File: src/rtl/sync4bit.sv
// sync4bit: synchronous binary up-counter made of WIDTH toggle flip-flops on one clock.
// Each stage toggles when the count enable and all lower bits are 1.
// The count wraps from 2**WIDTH-1 back to 0.
// qb is the complement of q, taken straight from the registers.
module sync4bit #(
    parameter int unsigned WIDTH = 4
) (
    input  logic             clk,
    input  logic             res,
    input  logic             t,
    output logic [WIDTH-1:0] q,
    output logic [WIDTH-1:0] qb
);

    logic [WIDTH-1:0] count_q;
    logic [WIDTH-1:0] count_d;
    logic [WIDTH-1:0] toggle;

    // Toggle inputs: T_0 = t, T_i = t & q[0] & ... & q[i-1]; each bit XORs with its own T.
    // The T_i terms are built as a running product so that all bits get their next value together.
    always_comb begin
        toggle    = '0;
        toggle[0] = t;
        for (int unsigned i = 1; i < WIDTH; i++) begin
            toggle[i] = toggle[i-1] & count_q[i-1];
        end
        count_d = count_q ^ toggle;
    end

    // Count register: reset clears it at once; otherwise every bit updates on the same clock edge.
    always_ff @(posedge clk or posedge res) begin
        if (res) begin
            count_q <= '0;
        end else begin
            count_q <= count_d;
        end
    end

    assign q  = count_q;
    assign qb = ~count_q;

endmodule

File: config.mk
export PLATFORM = sky130hd
export DESIGN_NAME = sync4bit
export DESIGN_NICKNAME = d
export VERILOG_FILES = /design/src/rtl/sync4bit.sv
export SDC_FILE = /design/constraint.sdc
export NUM_CORES = 1
export LEC_CHECK = 0
export CAP_MARGIN = 10
export CORE_AREA = 2 2 39 41
export CTS_BUF_LIST = sky130_fd_sc_hd__clkbuf_8 sky130_fd_sc_hd__clkbuf_16
export CTS_CLUSTER_DIAMETER = 100
export CTS_CLUSTER_SIZE = 20
export DETAILED_ROUTE_END_ITERATION = 7
export DIE_AREA = 0 0 41 43
export PLACE_DENSITY = 0.35
export SKIP_LAST_GASP = 1
export SYNTH_ARGS = -nofsm -noshare
export SYNTH_HDL_FRONTEND = slang
export SYNTH_SLANG_ARGS = --single-unit
File: constraint.sdc
create_clock -name clk -period 1.4 [get_ports clk]
set_clock_uncertainty 0.15 [all_clocks]
set_input_delay 0.35 -clock clk [delete_from_list [all_inputs] [get_ports clk]]
set_output_delay 0.35 -clock clk [all_outputs]
set_load 0.01 [all_outputs]
**Word level (Yosys, flattened, before mapping)**

Index checks and enable logic that the tools add are counted.

- Register bits: 4
- Latch bits: 0
- RAM bits: 0
- ROM bits: 0
- Input port bits: 3
- Output and inout port bits: 8
- Word-level logic and storage cells: 6
- Memories kept: 0

- Add/subtract/negate cells: 0
- Multipliers: 0
- Divide/modulo/power cells: 0
- Magnitude comparators: 0
- Eq/ne operators: 0
- Shifts and indexed selects: 0
- Mux-type cells: 0
- Bitwise logic cells: 5
- Reduce and logical (&&, ||, !) cells: 0

Operators by type and width:

| cell | number |
|---|---|
| NOT 4 bit | 1 |
| bitwise XOR 4 bit | 1 |
| AND 1 bit | 3 |

**Depth between registers and ports, before layout**

- Depth after elaboration: 4
- Gate-level depth with buffers: 4
- Depth with buffers taken out: 4

**Least setup slack after synthesis**

No wires, ideal clock.

- Path kind: reg2reg
- Start: register count_q[0] (netlist: q[0])
- End: register count_q[3] (netlist: q[3])
- Library setup time: 0.129 ns
- Data arrival time: 1.092 ns
- Data required time: 1.121 ns
- Path slack: 0.029 ns
- Cell stages (with the launch flop): 5
- Buffers on the path: 0
- Period minus slack after synthesis: 1.371 ns
- Cells stage by stage: dfrtp_1 > ha_1 > ha_1 > ha_1 > xor2_1

- Word-level cells in the longest chain between the ends: 4

Ends and longest elaborated chain:

| item | RTL line | RTL |
|---|---|---|
| start, declared | 15 | `logic [WIDTH-1:0] count_q;` |
| start signal, assigned | 35 | `count_q <= count_d;` |
| AND 1 bit (3 in series) | 25 | `toggle[i] = toggle[i-1] & count_q[i-1];` |
| bitwise XOR 4 bit | 27 | `count_d = count_q ^ toggle;` |
| via count_d[3] | 16 | `logic [WIDTH-1:0] count_d;` |

The timed path passes the listed nets, and every way through them passes these cells.

**Worst setup path in the final report**

- Start: register count_q[1] (netlist: q[1])
- End: output port qb[1]

- Word-level cells in the longest chain between the ends: 1

Ends and longest elaborated chain:

| item | RTL line | RTL |
|---|---|---|
| NOT 4 bit | 40 | `assign qb = ~count_q;` |
| end, declared | 12 | `output logic [WIDTH-1:0] qb` |

No other way between the ends.

==> results.md <==
- YS warnings: 0
- Slew HR: 89.7%
- I/O Pins: 11
- DR pass1 iterations: 1
- Syn avg cell area: 12.7 µm²
- Leakage: 0.182 nW
- Initial DRC count: 0
- Tightest Hold Check Type: primary input to asynchronous set/reset pin
- Max FFs per register: 4
- DRC errors left: 0
- Mux contribution to synthesized area: 0%
- Worst IR Drop VDD: 1.16 mV
- Clk sink count: 4
- Largest net degree at the start of global routing: 5
- Critical Path RT: 900 ps
- Worst Max-Slew Pin Slew: 154 ps
- Share of post-route cells with drive strength above 1: 41.4%
- Final HPWL DP: 272 µm
- Routed WL: 359 µm
- Initial antenna violation count: 0
- CTS tree: yes
- XOR/XNOR Fraction of Synth Area: 5.30%
- Setup TNS: 0 ps
- Non-filler cells, final: 45
- Pwr/cell area: 2410 mW/mm²
- Placed Cells: 41
- Die height: 43 µm
- Htree depth: 1
- Simple-gate share of the synthesized area: 0%
- Post-synthesis sequential area ratio: 60.6%
- Core Region: 0.00138 mm²
- RePlAce Congestion: 0.579
- Largest family of logic cells by synthesized area: adder cells
- Grt total ovfl: 0
- Cells after Synth: 13
- Crit Path Category: flip-flop to primary output
- Net Count, Synth: 19
- Die X: 41 µm
- Status: finished clean
- Die ar.: 0.00176 mm²
- R2r worst-path depth: 4
- Worst-skew pair later-pin latency: 210 ps
- Adder-Cell Fraction of Synth Area: 22.7%
- Number of synthesized register bits: 4
- Min Tclk post-route: 1380 ps
- Final hold violation count: 0
- Clock Path Buffers: 2
- Worst setup SP type: flip-flop
- Finish-stage setup viols: 0
- Final worst-path cycle share: 98.7%
- Max Cap Viol: 0
- Clk root buf: clkbuf_8
- Antenna cells: 0
- Area grow syn2layout: 118%
- Cts bufs inserted: 3
- Yosys cell types: 4
- Vias: 148
- CP arrival: 880 ps
- Critical Path Sink Type: primary output
- Slew Limit Fails: 0
- CP max FO: 3
- Site Rows: 14
- Compound-Gate Fraction of Synth Area: 0%
- Final nets: 37
- Vias in the first global route: 151
- Cell Area, Synth: 165 µm²
- Via density: 3.29
- RSZ-0062 raised after global routing: yes
- Starting Density: 11.9%
- Clock transition at the registers of the reported paths: 30 ps
- Gr usage total: 5.65%
- WHS: 179 ps
- I/O Buffers: 10
- Routed WL per cell: 7.98 µm
- Post-DRT Antenna Nets: 0
- Wire length of the first global-routing pass: 593 µm
- F_max: 724 MHz
cells by family after synthesis:
family | count (synthesis)
buffers and inverters | 5
DFF | 4
xor gates and xnor gates | 1
adders and majority gates | 3
cells in the final DEF, fill, tap and decap left out, types with 2 or more instances in the layout:
cell / n
buf_4: 3
clkbuf_2: 3
clkbuf_8: 3
clkdlybuf4s15_1: 5
dfrtp_1: 4
ha_4: 2
inv_1: 5
layer usage:
layer | GRT usage [%] | up-vias | wire length [µm]
met5 | 0 | - | 0
met4 | 4.00 | 0 | 0
met3 | 6.28 | 0 | 56
met2 | 6.25 | 12 | 143
met1 | 5.86 | 67 | 160
li1 | - | 69 | -
critical path: stages (launching register included):
cell and delay (ps):
dfrtp_1 390, inv_1 60, clkdlybuf4s15_1 220
stage by stage:
stage,setup slack (ps),util [%],area [µm²],total power [W]
global route,-34.5,26.0,360,0.000954
floorplan,29.2,-,165,0.000351
global placement,-343,21.7,300,0.000658
finish,18.2,26.0,360,0.000869
CTS,-37.8,26.2,363,0.000878
detailed placement,-361,21.7,300,0.000657
synth_stat cells:
cell | count | area, µm²
ha_1 | 3 | 37.5
xor2_1 | 1 | 8.76
dfrtp_1 | 4 | 100
inv_1 | 5 | 18.8
worst paths after layout:
path                                 from             end  slack [ps]
min                                   res  q[2]$_DFF_PP0_         180
max in group asynchronous             res  q[1]$_DFF_PP0_         770
min reg2reg                q[0]$_DFF_PP0_  q[0]$_DFF_PP0_         420
max reg2reg                q[0]$_DFF_PP0_  q[3]$_DFF_PP0_          80
min in group clk                        t  q[0]$_DFF_PP0_         350
max                        q[1]$_DFF_PP0_           qb[1]          20
report_power, final:
part / switching [W] / internal [W] / total, W
Clock: 0.0000524 / 0.000183 / 0.000235
Combinational: 0.000179 / 0.000227 / 0.000406
Sequential: 0.0000489 / 0.000179 / 0.000228
Total: 0.000280 / 0.000589 / 0.000869
repair_timing:
item | in CTS | in global routing
setup endpoints to repair | 10 | 8
resized for setup | 18 | 7
hold buffers | 0 | 0
buffers inserted | 0 | 1
pin swaps | 1 | 0
layout make-up:
cell class                      count  area [µm²]
Timing Repair Buffer               13         106
Tap cell                           16        20.0
Sequential cell                     4         100
Clock buffer                        3        41.3
Multi-Input combinational cell      4        73.8
Inverter                            5        18.8
Fill cell                         151        1020
(Power assumes the default switching activity.)
